### src/rtl/alu_operand_sequencer_if.sv
// Operand bundle handshake between the entry sequencer (master) and the downstream ALU (slave).
interface alu_operand_sequencer_if #(
   parameter int WIDTH = 8,
   parameter int OPW   = 3
);
   logic [WIDTH-1:0] a_out;
   logic [WIDTH-1:0] b_out;
   logic [OPW-1:0]   op_out;
   logic             operands_valid;
   logic             ready_in;

   modport master (
      output a_out,
      output b_out,
      output op_out,
      output operands_valid,
      input  ready_in
   );

   modport slave (
      input  a_out,
      input  b_out,
      input  op_out,
      input  operands_valid,
      output ready_in
   );
endinterface

### src/rtl/alu_operand_sequencer.sv
// Switch-entry front end of the 8-bit ALU: debounced buttons step an A -> B -> OP -> HOLD FSM.
// Optional feature macro SEQ_TIMEOUT_EN: idle abort while waiting in S_B / S_OP.
module alu_operand_sequencer #(
   parameter int WIDTH          = 8,
   parameter int OPW            = 3,
   parameter int DB_CYCLES      = 1000000,
   parameter int TIMEOUT_CYCLES = 2**27
) (
   input  logic                    clk,
   input  logic                    rst,
   input  logic [WIDTH-1:0]        sw_in,
   input  logic                    btn_next,
   input  logic                    btn_clear,
   alu_operand_sequencer_if.master bus,
   output logic [1:0]              state_out
);

   localparam int DB_W = (DB_CYCLES > 2) ? $clog2(DB_CYCLES) : 1;
   localparam logic [DB_W-1:0] DB_MAX = DB_W'(DB_CYCLES - 1);

   if (DB_CYCLES < 2) begin : g_bad_db
      $error("DB_CYCLES must be at least 2");
   end
   if (TIMEOUT_CYCLES < 2) begin : g_bad_to
      $error("TIMEOUT_CYCLES must be at least 2");
   end

   typedef enum logic [1:0] {
      S_A    = 2'b00,
      S_B    = 2'b01,
      S_OP   = 2'b10,
      S_HOLD = 2'b11
   } state_t;

   state_t           state;
   logic [1:0]       raw;
   logic [1:0]       pulse;
   logic             next_p;
   logic             clear_p;
   logic             timeout_hit;
   logic             abort;
   logic [WIDTH-1:0] a_q;
   logic [WIDTH-1:0] b_q;
   logic [OPW-1:0]   op_q;
   logic             valid_q;

   assign raw = {btn_clear, btn_next};

   // Per button: two-flop synchronizer, stability counter, rising-edge detect on the stable value.
   for (genvar gi = 0; gi < 2; gi++) begin : g_btn
      logic            sync_p0;
      logic            sync_p1;
      logic            stable;
      logic            stable_d;
      logic [DB_W-1:0] cnt;

      always_ff @(posedge clk or posedge rst) begin
         if (rst) begin
            sync_p0  <= 1'b0;
            sync_p1  <= 1'b0;
            stable   <= 1'b0;
            stable_d <= 1'b0;
            cnt      <= '0;
         end else begin
            sync_p0  <= raw[gi];
            sync_p1  <= sync_p0;
            stable_d <= stable;
            if (sync_p1 == stable) begin
               cnt <= '0;
            end else if (cnt == DB_MAX) begin
               stable <= sync_p1;
               cnt    <= '0;
            end else begin
               cnt <= cnt + 1'b1;
            end
         end
      end

      assign pulse[gi] = stable & ~stable_d;
   end

   assign next_p  = pulse[0];
   assign clear_p = pulse[1];

`ifdef SEQ_TIMEOUT_EN
   localparam int TO_W = $clog2(TIMEOUT_CYCLES);
   localparam logic [TO_W-1:0] TO_MAX = TO_W'(TIMEOUT_CYCLES - 1);

   logic [TO_W-1:0] idle_cnt;
   logic            waiting;

   assign waiting     = (state == S_B) || (state == S_OP);
   assign timeout_hit = waiting && (idle_cnt == TO_MAX);

   // Any pulse or leaving the waiting states restarts the idle count.
   always_ff @(posedge clk or posedge rst) begin
      if (rst) begin
         idle_cnt <= '0;
      end else if (!waiting || next_p || clear_p || timeout_hit) begin
         idle_cnt <= '0;
      end else begin
         idle_cnt <= idle_cnt + 1'b1;
      end
   end
`else
   assign timeout_hit = 1'b0;
`endif

   assign abort = clear_p | timeout_hit;

   // Entry FSM; a clear coinciding with a transfer lands in the same place as the transfer.
   always_ff @(posedge clk or posedge rst) begin
      if (rst) begin
         state   <= S_A;
         a_q     <= '0;
         b_q     <= '0;
         op_q    <= '0;
         valid_q <= 1'b0;
      end else if (abort) begin
         state   <= S_A;
         a_q     <= '0;
         b_q     <= '0;
         op_q    <= '0;
         valid_q <= 1'b0;
      end else begin
         case (state)
            S_A: begin
               if (next_p) begin
                  a_q   <= sw_in;
                  state <= S_B;
               end
            end
            S_B: begin
               if (next_p) begin
                  b_q   <= sw_in;
                  state <= S_OP;
               end
            end
            S_OP: begin
               if (next_p) begin
                  op_q    <= sw_in[OPW-1:0];
                  state   <= S_HOLD;
                  valid_q <= 1'b1;
               end
            end
            S_HOLD: begin
               if (bus.ready_in) begin
                  state   <= S_A;
                  valid_q <= 1'b0;
               end
            end
            default: begin
               state   <= S_A;
               valid_q <= 1'b0;
            end
         endcase
      end
   end

   assign bus.a_out          = a_q;
   assign bus.b_out          = b_q;
   assign bus.op_out         = op_q;
   assign bus.operands_valid = valid_q;
   assign state_out          = state;

endmodule

### src/flat_wrapper.sv
// flat-port wrapper written by rule: the top's interface ports become plain ports
module alu_operand_sequencer_flat 
#(
   parameter int WIDTH          = 8,
   parameter int OPW            = 3,
   parameter int DB_CYCLES      = 1000000,
   parameter int TIMEOUT_CYCLES = 2**27
)
  (clk, rst, sw_in, btn_next, btn_clear, state_out, bus_a_out, bus_b_out, bus_op_out, bus_operands_valid, bus_ready_in);
  alu_operand_sequencer_if #(.WIDTH(WIDTH), .OPW(OPW)) bus_i ();
  input  logic clk;
  input  logic rst;
  input  logic [WIDTH-1:0] sw_in;
  input  logic btn_next;
  input  logic btn_clear;
  output logic [1:0] state_out;
  output wire logic [$bits(bus_i.a_out)-1:0] bus_a_out;
  output wire logic [$bits(bus_i.b_out)-1:0] bus_b_out;
  output wire logic [$bits(bus_i.op_out)-1:0] bus_op_out;
  output wire logic [$bits(bus_i.operands_valid)-1:0] bus_operands_valid;
  input wire logic [$bits(bus_i.ready_in)-1:0] bus_ready_in;
  assign bus_a_out = bus_i.a_out;
  assign bus_b_out = bus_i.b_out;
  assign bus_op_out = bus_i.op_out;
  assign bus_operands_valid = bus_i.operands_valid;
  assign bus_i.ready_in = bus_ready_in;
  alu_operand_sequencer #(.WIDTH(WIDTH), .OPW(OPW), .DB_CYCLES(DB_CYCLES), .TIMEOUT_CYCLES(TIMEOUT_CYCLES)) u_core (.clk(clk), .rst(rst), .sw_in(sw_in), .btn_next(btn_next), .btn_clear(btn_clear), .bus(bus_i), .state_out(state_out));
endmodule
### config.mk
export PLATFORM = sky130hd
export DESIGN_NAME = alu_operand_sequencer_flat
export DESIGN_NICKNAME = d
export VERILOG_FILES = /design/src/rtl/alu_operand_sequencer_if.sv /design/src/rtl/alu_operand_sequencer.sv /design/src/flat_wrapper.sv
export SDC_FILE = /design/constraint.sdc
export NUM_CORES = 1
export LEC_CHECK = 0
export BUFFER_PORTS_ARGS = -buffer_cell sky130_fd_sc_hd__buf_4
export CORE_ASPECT_RATIO = 1.1
export CORE_MARGIN = 10
export CORE_UTILIZATION = 35
export CTS_CLUSTER_SIZE = 30
export DETAILED_ROUTE_END_ITERATION = 6
export PLACE_DENSITY = 0.48
export SETUP_SLACK_MARGIN = 0.1
export SYNTH_ARGS = -nofsm -noshare
export SYNTH_HDL_FRONTEND = slang
export SYNTH_SLANG_ARGS = --single-unit
export TNS_END_PERCENT = 5
### constraint.sdc
create_clock -name clk -period 4.15 [get_ports clk]
set_input_delay 0.415 -clock clk [delete_from_list [all_inputs] [get_ports clk]]
set_output_delay 0.415 -clock clk [all_outputs]
set_load 0.05 [all_outputs]
* Yosys cells after proc, flatten, opt, wreduce, memory -nomap -nowiden
Cells that the tools add are included.
** Cells by class
- Reduce and logical (&&, ||, !) cells :: 13
- Add/sub/neg operators :: 2
- Equality and inequality tests :: 11
- Muxes and demuxes :: 22
- Bitwise operators :: 6
** Operators by type and width (count)
- $mux W20 :: 4
- $add A20 B1 Y20 const B :: 2
- $eq A20 B20 Y1 const B :: 2
- $mux W8 :: 5
- $mux W2 :: 5
- $reduce_and A2 Y1 :: 5
- $mux W3 :: 3
- $ne A3 B1 Y1 const B :: 3
- $pmux W2 S4 :: 1
- $reduce_bool A2 Y1 :: 4
- $eq A2 B2 Y1 const B :: 2
- $not A1 Y1 :: 4
- $reduce_and A4 Y1 :: 1
- $mux W1 :: 3
- $ne A3 B2 Y1 const B :: 1
- $reduce_and A3 Y1 :: 1
- $reduce_bool A3 Y1 :: 1
- $and A1 B1 Y1 :: 2
- $eq A1 B1 Y1 :: 2
- $eq A2 B1 Y1 const B :: 1
- $logic_not A2 Y1 :: 1
- $pmux W1 S2 :: 1
** Storage, ports and cells
- Output and inout bits :: 22
- Flip-flop bits (word level) :: 70
- Input bits :: 13

* Depth between registers and ports, before layout
Gate-level depths: netlist (run 1).
- Depth after elaboration :: 5
- Gate-level depth with buffers :: 7
- Depth with buffers taken out :: 6

* Worst setup path after synthesis (run 1)
OpenSTA, ideal clock, no wires.
- Path type :: register to register
- From :: reg u_core.g_btn[1].cnt[0]
- To :: reg u_core.g_btn[1].cnt[18]
- Path buffers :: 1
- Arrival :: 1.862 ns
- Library setup time :: 0.080 ns
- Period minus slack after synthesis :: 1.942 ns
- Slack :: 2.208 ns
- Stages on the path, launching flop included :: 7
- Cell sequence :: dfrtp_1 ha_1 nand2_1 or4_1 buf_2 or4_1 a21oi_1
** Between the ends
- Longest elaborated chain between the ends :: 3
** RTL lines
- start: declaration :: RTL line alu_operand_sequencer.sv:55 : logic [DB_W-1:0] cnt;
- start signal: assignment :: RTL line alu_operand_sequencer.sv:74 : cnt <= cnt + 1'b1;
- $add A20 B1 Y20 or $eq A20 B20 Y1 (tied branches) :: RTL line alu_operand_sequencer.sv:74, alu_operand_sequencer.sv:70
- $mux W20 * :: RTL line alu_operand_sequencer.sv:70 : end else if (cnt == DB_MAX) begin
- $mux W20 * :: RTL line alu_operand_sequencer.sv:68 : if (sync_p1 == stable) begin
Mark *: on every way between the ends. The rest lies on a longest branch, timed or not.
A chain may end at the register's enable or synchronous reset.

* Worst setup path after layout (run 1)
- From :: reg u_core.g_btn[0].cnt[16]
- To :: reg u_core.g_btn[0].cnt[12]
** Between the ends
- Longest elaborated chain between the ends :: 3
** RTL lines (RTL line)
- start: declaration :: alu_operand_sequencer.sv:55
- start signal: assignment :: alu_operand_sequencer.sv:74
- $eq A20 B20 Y1 :: alu_operand_sequencer.sv:70
- $mux W20 :: alu_operand_sequencer.sv:70
- $mux W20 :: alu_operand_sequencer.sv:68
No other way between the ends.

==> impl_metrics.ini, run 1 <==
[setup_path]
cp.arrival_ns = 2.30
critPathLaunchType = register
crit_type = reg2reg
crit_fanout = 19
endpoint_kind = register
r2r_slack_ns = 2.04
cp.required_ns = 4.33

[sta]
worst_slew_pin_slew_ns = 1.025
tns_ns = 0
fmax_mhz = 473.2
fin_crit_ns = 2.113
setup_viol = 0
finalHoldViolations = 0
rsz0062_at_grt = no
slew_headroom_pct = 31.41
holdWs_ns = 0.1671
drv_slew = 0
fin_skew_ns = 0.01616
fin_crit_sh_pct = 50.92

[synth]
syn_inst = 337
ys_seq_area_share_pct = 53.41
ys_ff_latch = 70
synth_cell_types = 38
syn_avg_cell_area_um2 = 9.731
syn-cell-area_um2 = 3279
syn_nets = 356
yosysWarnings = 0

[cells_and_area]
fillers = 943
nNetsFinal = 391
final_layout_size_suffix_gt1_share_pct = 16.98
antennaDiodeCount = 0
multi_input_area_um2 = 1443
syn2layout_area_growth_pct = 18.05
seqCellArea_um2 = 1752

[cts]
clk_latency_ns = 0.35
cts_buffer_depth = 2
clkTransAtPathRegs_ns = 0.08
cts_setup_buffers = 0
cts_made_buffers = 9
post_cts_resized = 0
cts_root_buffer = clkbuf_8
cts_sinks = 70
cts_tree = done
h-tree-depth = 3
holdBufCountCts = 0

[power]
p_per_area_nw_per_um2 = 395.1
clkPwrFrac_pct = 39.2
swShare_pct = 28.93
pwr-share-seq_pct = 46.9
p_switching_uw = 442.5
internal_power_mw = 1.087
peakVddDrop_mv = 0.1794
power.leakage_nw = 1.643
combPwrFrac_pct = 13.9

[routing]
totalWireLength_um = 7122
drtIter0Drc = 91
drtPass1Iterations = 5
vias = 2516
ant_nets = 0
drc = 0
drt-vias-per-instance = 5.093
wl_per_cell_um = 14.42

[global_routing]
grt_max_degree = 48
grt_pass1_vias = 2522
gr-total-overflow = 0
antenna_found_initial = 0
track_usage_pct = 10.96
grt_pass1_wl_um = 12360

[die]
start_util_pct = 35.42
die_area_um2 = 13650
num_rows = 37
fp.coreArea_um2 = 9259
dieHeight_um = 121.5
ios = 35
die_x_um = 112.3

[placement]
post-dp-hpwl_um = 4997
io_buffers = 34
gp_congestion = 0.7991

[outcome]
outcome = finished clean

[run]
max_cap_violations = 0

[min_path]
hold_class = in2reg
-- sequential cells by signal, indices dropped and copies added, names as in the netlist --
| register | count |
|---|---|
| u_core.g_btn.cnt | 40 |
| u_core.g_btn.sync_p0 | 2 |
| u_core.bus.op_out | 3 |
| u_core.state_out | 2 |
| u_core.g_btn.stable_d | 2 |
| u_core.bus.b_out | 8 |
| u_core.g_btn.sync_p1 | 2 |
| u_core.bus.a_out | 8 |
| u_core.bus.operands_valid | 1 |
| u_core.g_btn.stable | 2 |
-- final timing paths --
check                                                end  depth (start not counted)                    start
worst min-delay path             u_core.g_btn[1].sync_p0                          1                btn_clear
worst max-delay path             u_core.g_btn[0].cnt[12]                          4  u_core.g_btn[0].cnt[16]
worst min register to register   u_core.g_btn[1].sync_p1                          0  u_core.g_btn[1].sync_p0
min in group asynchronous         u_core.g_btn[1].cnt[0]                          2                      rst
worst max register to register   u_core.g_btn[0].cnt[12]                          4  u_core.g_btn[0].cnt[16]
max in group asynchronous       u_core.g_btn[0].stable_d                          3                      rst
-- metrics by stage --
step	worst slack [ns]	instances	utilization, %	cell area (µm²)	total power, mW
floorplan	1.967	337	-	3279	0.8819
global placement	2.088	478	39.49	3656	0.9477
detailed placement	2.041	478	39.49	3656	0.9477
CTS	2.022	494	41.81	3871	1.556
global route	1.891	494	41.81	3871	1.613
finish	2.037	494	41.81	3871	1.529
-- cell usage after synthesis, drive strengths merged --
master / instances / area share [%]
nand4b: 3 / 0.80
ha: 6 / 2.3
nor4: 9 / 1.7
xnor2: 17 / 4.5
nand4bb: 1 / 0.34
a21oi: 31 / 4.7
nor3: 5 / 0.76
nand4: 9 / 1.7
a22oi: 1 / 0.23
nor3b: 1 / 0.23
nand3b: 1 / 0.23
nor2b: 3 / 0.57
buf: 2 / 0.31
mux2i: 1 / 0.31
or4: 5 / 1.1
nand3: 32 / 5.0
o31ai: 1 / 0.23
and3: 6 / 1.2
inv: 8 / 0.92
nor2: 32 / 3.7
or3: 8 / 1.6
o22ai: 1 / 0.19
and2: 3 / 0.57
o41ai: 1 / 0.84
and4: 1 / 0.27
nand2: 39 / 4.5
o21bai: 2 / 0.46
clkbuf: 12 / 1.4
nand2b: 1 / 0.19
nor4b: 2 / 0.53
dfrtp: 70 / 53
mux2: 3 / 1.0
xor2: 9 / 2.4
o21ai: 11 / 1.7
-- cell type report --
cell class              instances  area share (%)
multi-input cells             245           37.27
flip-flops and latches         70           45.25
well taps                     117           3.782
clock buffers                  11           3.911
inverters                       8          0.7757
clock inverters                 5           1.648
repair buffers                 38           7.369
-- worst max-delay path, cell delays in order, from the launching register on --
cell and delay, ns:
dfrtp_1 0.41, and3_1 0.23, nand4b_1 0.19, o41ai_4 0.99, nor2_1 0.13
-- metal layers --
layer  vias to the layer above  routed length [µm]  track usage (%)
met3                        12                 198            2.671
li1                       1249                   -                -
met1                      1224                3290            13.18
met5                         -                   0                0
met2                        31                3507            17.93
met4                         0                 125            5.556
-- logic make-up (layout without fill, tap and decap cells) --
group,Yosys count,count (layout),share of synthesized area [%]
simple gates,161,161,25.07
buf+inv,22,62,2.594
fa+ha+maj,6,6,2.289
mux,4,4,1.335
compound gates,48,48,8.356
flops,70,70,53.41
xor+xnor,26,26,6.944
-- cell usage in the layout, fill, tap and decap left out, types with 2 or more instances in the layout --
master and instances:
inv_6 3, or3_1 5, nor3_1 5, and2_1 3, and3_1 5, nand4b_1 3, dfrtp_1 70, buf_4 38
ha_1 6, clkbuf_8 11, mux2_2 3, nand3_1 31, nand4_1 9, o21ai_0 10, or4_1 5, xor2_1 9
o21bai_1 2, nand2_1 39, or3_2 3, xnor2_1 17, inv_1 7, nor4_1 9, nor2_1 32, a21oi_1 31
nor2b_1 3, nor4b_1 2
-- power groups by stage --
stage	Sequential, mW	Combinational, mW	Clock (mW)
2_1_floorplan	0.760	0.122	0
3_3_place_gp	0.731	0.216	0
3_5_place_dp	0.731	0.217	0
4_1_cts	0.718	0.217	0.621
5_1_grt	0.722	0.241	0.651
6_report	0.717	0.213	0.599
Note: power is estimated with default switching activity, not from simulation.
==> inputs of run 2 (changes only) <==
==> constraint.sdc (replaced) <==
create_clock -name clk -period 2.2 [get_ports clk]
set_input_delay 0.22 -clock clk [delete_from_list [all_inputs] [get_ports clk]]
set_output_delay 0.22 -clock clk [all_outputs]
set_load 0.05 [all_outputs]
==> run 2 against run 1 <==
Largest cell class unchanged. Routed wire length rose by 1.8%. Worst setup slack got worse by 1.8 ns. Clock power is 100% higher.
==> impl_metrics.ini, run 2 (synthesis results as in run 1) <==
[cells_and_area]
largest_register_ffs = 40
final_common_cell = dfrtp_1
mostFrequentLayoutCells = 70 x dfrtp_1, 42 x buf_4, 39 x nand2_1
stdcell_area_um2 = 3971
antennaDiodeCount = 0
nNetsFinal = 399
final_layout_size_suffix_gt1_share_pct = 18.18
layoutNonFillerInstCount = 502
top_register = u_core.g_btn.cnt
final_util_pct = 42.89
syn2layout_area_growth_pct = 21.10

[run]
max_cap_violations = 0

[cts]
cts_root_buffer = clkbuf_8
clk_latency_ns = 0.34
h-tree-depth = 3
cts_made_buffers = 9
cts_tree = done
clkTransAtPathRegs_ns = 0.08
cts_buffer_depth = 2
cts_sinks = 70

[routing]
vias = 2550
drtIter0Drc = 100
totalWireLength_um = 7250
drc = 0
wl_per_cell_um = 14.44
drtPass1Iterations = 4
ant_nets = 0
drt-vias-per-instance = 5.080

[global_routing]
track_usage_pct = 10.81
gr-total-overflow = 0
grt_pass1_vias = 2507
grt_max_degree = 71
antenna_found_initial = 0
grt_pass1_wl_um = 12350

[die]
ios = 35
fp.coreArea_um2 = 9259
die_area_um2 = 13650
dieHeight_um = 121.5
die_x_um = 112.3
num_rows = 37
start_util_pct = 35.42

[sta]
fin_crit_sh_pct = 89.77
fin_skew_ns = 0.005239
finalHoldViolations = 0
worst_slew_pin_slew_ns = 0.4610
setup_viol = 0
tns_ns = 0
fmax_mhz = 506.4
slew_headroom_pct = 69.03
rsz0062_at_grt = no
drv_slew = 0
fin_crit_ns = 1.975

[power]
peakVddDrop_mv = 0.3290
clkPwrFrac_pct = 40.5
internal_power_mw = 2.141
p_per_area_nw_per_um2 = 748.6
swShare_pct = 28.00
pwr-share-seq_pct = 45.5
power.leakage_nw = 1.690
combPwrFrac_pct = 14.0
p_switching_uw = 832.3

[outcome]
outcome = finished clean

[placement]
post-dp-hpwl_um = 4912
dp.cells = 482
gp_congestion = 0.7608
io_buffers = 34
place_area_um2 = 3699

[setup_path]
cp.arrival_ns = 2.24
cp.required_ns = 2.47
path_buf_inv = 0
cp_slowest_cell = or4_4
slowest_delay_ns = 0.59
critPathLaunchType = register
crit_family = simple AND/OR/NAND/NOR gates
crit_type = reg2reg
crit_fanout = 8
endpoint_kind = register
path_cells = ha_1, nand2_1, or4_4, or4_1, a21oi_1

[min_path]
hold_class = in2reg
-- run 2: worst paths after layout --
| kind | slack [ns] | depth (start not counted) | to | startpoint |
|---|---|---|---|---|
| worst max-delay path | 0.23 | 5 | u_core.g_btn[1].cnt[18] | u_core.g_btn[1].cnt[1] |
| worst min-delay path | 0.14 | 3 | u_core.bus.a_out[5] | sw_in[5] |
| worst max register to register | 0.23 | 5 | u_core.g_btn[1].cnt[18] | u_core.g_btn[1].cnt[1] |
| worst min register to register | 0.36 | 0 | u_core.g_btn[1].sync_p1 | u_core.g_btn[1].sync_p0 |
| max in group asynchronous | 1.39 | 4 | u_core.g_btn[0].cnt[11] | rst |
| min in group asynchronous | 0.50 | 4 | u_core.g_btn[1].cnt[11] | rst |
-- run 2: metrics by stage --
stage / hold WS, ns / power, mW / setup WS (ns)
final: 0.1394 / 2.973 / 0.2252
after global routing: 0.1201 / 3.126 / 0.1242
after CTS: 0.1193 / 3.019 / 0.1888
after detailed placement: 0.3324 / 1.795 / 0.1119
after global placement: 0.3294 / 1.793 / 0.1821
after floorplan: 0.2514 / 1.664 / 0.2118
-- run 2: metal layers --
layer | part of all wire (%) | global-route usage, %
met1 | 46 | 13.34
met2 | 50 | 17.54
met3 | 3.4 | 2.621
met4 | 1.3 | 4.921
met5 | 0 | 0
-- run 2: worst min-delay path, stage by stage --
cell	delay [ns]
buf_4	0.12
nand3_1	0.06
a21oi_1	0.05
-- run 2: area by class of cell --
class	instances	area [µm²]
Sequential cell	70	1752
Inverter	8	30.03
Clock buffer	10	137.6
Timing Repair Buffer	46	365.4
Clock inverter	6	93.84
Fill cell	914	5288
Tap cell	117	146.4
Multi-Input combinational cell	245	1446
-- run 2: timing repair --
action / 4_1_cts / 5_1_grt
setup buffers: 0 / 1
hold buffers: 3 / 0
endpoints found under the hold margin: 72 / 0
pin swaps: 0 / 0
resized for setup: 1 / 0
setup endpoints to repair: 1 / 2
-- run 2: power groups by stage --
stage          combinational [mW]  sequential, mW  clock, mW
3_3_place_gp                0.413            1.38          0
6_report                    0.417            1.35       1.20
4_1_cts                     0.421            1.35       1.24
5_1_grt                     0.467            1.36       1.30
3_5_place_dp                0.414            1.38          0
2_1_floorplan               0.231            1.43          0
==> inputs of run 3 (changes only) <==
--- a/config.mk
+++ b/config.mk
@@ -13,6 +13,7 @@
 export DETAILED_ROUTE_END_ITERATION = 6
 export PLACE_DENSITY = 0.48
 export SETUP_SLACK_MARGIN = 0.1
+export SKIP_LAST_GASP = 1
 export SYNTH_ARGS = -nofsm -noshare
 export SYNTH_HDL_FRONTEND = slang
 export SYNTH_SLANG_ARGS = --single-unit
==> constraint.sdc (replaced) <==
create_clock -name clk -period 2.4 [get_ports clk]
set_input_delay 0.24 -clock clk [delete_from_list [all_inputs] [get_ports clk]]
set_output_delay 0.24 -clock clk [all_outputs]
set_load 0.05 [all_outputs]
==> run 3 against run 2 <==
Worst hold slack gained 0.024 ns. Critical endpoint unchanged. Routed wire length rose by 0.23%. Clock skew rose by 0.0085 ns.
==> impl_metrics.ini, run 3 (synthesis results as in run 1) <==
[routing]
vias = 2568
drtIter0Drc = 85
drtPass1Iterations = 4
ant_nets = 0
wl_per_cell_um = 14.53
totalWireLength_um = 7267
drc = 0
drt-vias-per-instance = 5.136

[setup_path]
endpoint_kind = register
reg2reg_to = u_core.g_btn[1].cnt[18]
slowest_delay_ns = 0.65
cp_slowest_cell = or4_1
crit_family = simple AND/OR/NAND/NOR gates
cp-startpoint = u_core.g_btn[1].cnt[0]
r2r_slack_ns = 0.29
path_buf_inv = 0
cp.arrival_ns = 2.37
reg2reg_depth = 5
rr_startpoint = u_core.g_btn[1].cnt[0]
crit_top_cell = or4_1
path_cells = ha_1, nand2_1, or4_1, or4_1, a21oi_1
cp.required_ns = 2.66
critPathLaunchType = register
crit_fanout = 8
crit_type = reg2reg

[sta]
fin_crit_sh_pct = 87.80
fin_crit_ns = 2.107
rsz0062_at_grt = no
fin_skew_ns = 0.01369
slew_headroom_pct = 59.13
fmax_mhz = 474.6
setup_viol = 0
finalHoldViolations = 0
drv_slew = 0
tns_ns = 0
worst_slew_pin_slew_ns = 0.6121

[run]
max_cap_violations = 0

[cells_and_area]
largest_register_ffs = 40
mostFrequentLayoutCells = 70 x dfrtp_1, 41 x buf_4, 39 x nand2_1
final_common_cell = dfrtp_1
antennaDiodeCount = 0
nNetsFinal = 398
top_register = u_core.g_btn.cnt
final_util_pct = 42.66
syn2layout_area_growth_pct = 20.45
final_layout_size_suffix_gt1_share_pct = 17.49

[global_routing]
grt_pass1_wl_um = 12300
grt_max_degree = 31
grt_use_met3_pct = 2.522
grt_pass1_vias = 2583
use_met1_pct = 12.71
track_usage_pct = 10.74
gr-total-overflow = 0
antenna_found_initial = 0
grt_util_met2_pct = 18.08
top_usage_layer = met2

[outcome]
outcome = finished clean

[cts]
h-tree-depth = 3
cts_sinks = 70
cts_root_buffer = clkbuf_8
clk_latency_ns = 0.35
post_cts_resized = 0
clkTransAtPathRegs_ns = 0.09
cts_made_buffers = 9
cts_tree = done
cts_buffer_depth = 2

[die]
ios = 35
num_rows = 37
fp.coreArea_um2 = 9259
dieHeight_um = 121.5
start_util_pct = 35.42
die_area_um2 = 13650
die_x_um = 112.3

[power]
pwr-share-seq_pct = 46.1
swShare_pct = 27.46
peakVddDrop_mv = 0.3214
combPwrFrac_pct = 14.2
clkPwrFrac_pct = 39.7
p_per_area_nw_per_um2 = 680.9
internal_power_mw = 1.951
p_switching_uw = 738.7
power.leakage_nw = 1.677

[min_path]
min-delay-start = sw_in[5]
hold_end = u_core.bus.b_out[5]
whs_path_depth = 3
hold_class = in2reg

[placement]
gp_congestion = 0.7767
post-dp-hpwl_um = 5121
io_buffers = 34
-- run 3: changes by cell type in the layout (fill, tap and decap cells not counted), sizes merged --
| cell | delta |
|---|---|
| inv | -1 |
| clkinv | -1 |
| buf | -1 |
| clkinvlp | +1 |
-- run 3: worst max path at each step --
| stage | to | slack, ns | cells after the start |
|---|---|---|---|
| after floorplan | u_core.bus.a_out[0] | 0.39 | 1 |
| after global placement | u_core.g_btn[1].cnt[18] | 0.36 | 5 |
| after detailed placement | u_core.g_btn[1].cnt[18] | 0.31 | 5 |
| after CTS | u_core.g_btn[1].cnt[18] | 0.28 | 5 |
| after global routing | u_core.g_btn[1].cnt[18] | 0.16 | 5 |
| final | u_core.g_btn[1].cnt[18] | 0.29 | 5 |
-- run 3: routing by layer --
layer  up-vias  wire, µm  part of all wire [%]
met1      1274      3409                    47
met4         0       109                   1.5
li1       1259         -                     -
met2        26      3525                    49
met5         -         0                     0
met3         9       223                   3.1
-- run 3: power groups by stage --
stage | logic [mW] | registers [mW] | clock network, mW
final | 0.381 | 1.24 | 1.07
after global routing | 0.426 | 1.25 | 1.15
after CTS | 0.388 | 1.24 | 1.10
after detailed placement | 0.382 | 1.26 | 0
after global placement | 0.375 | 1.26 | 0
after floorplan | 0.211 | 1.31 | 0
-- run 3: cell type report --
| class | count | area (µm²) |
|---|---|---|
| fill | 934 | 5309 |
| sequential | 70 | 1752 |
| multi-input combinational | 245 | 1443 |
| timing repair buffer | 45 | 357.8 |
| tap | 117 | 146.4 |
| clock buffer | 10 | 137.6 |
| clock inverter | 5 | 83.83 |
| inverter | 8 | 30.03 |
-- run 3: stage by stage --
stage               setup WS, ns  power, mW  area, µm²  hold WS, ns  cells
floorplan                 0.3918      1.525       3279       0.2714    337
global placement          0.3620      1.639       3699       0.3318    482
detailed placement        0.3115      1.646       3699       0.3358    482
CTS                       0.2809      2.728       3950       0.1450    500
global route              0.1608      2.817       3950       0.1508    500
finish                    0.2929      2.690       3950       0.1630    500
-- run 3: worst reg2reg max path: stages (launching register included) --
cell and delay [ns]:
dfrtp_1 0.39, ha_1 0.21, nand2_1 0.11, or4_1 0.65, or4_1 0.50, a21oi_1 0.16
-- run 3: what timing repair did --
| action | in CTS | in global routing |
|---|---|---|
| endpoints found under the setup margin | 0 | 0 |
| hold buffers | 3 | 0 |
| hold endpoints to repair | 28 | 0 |
| setup buffers | 0 | 0 |
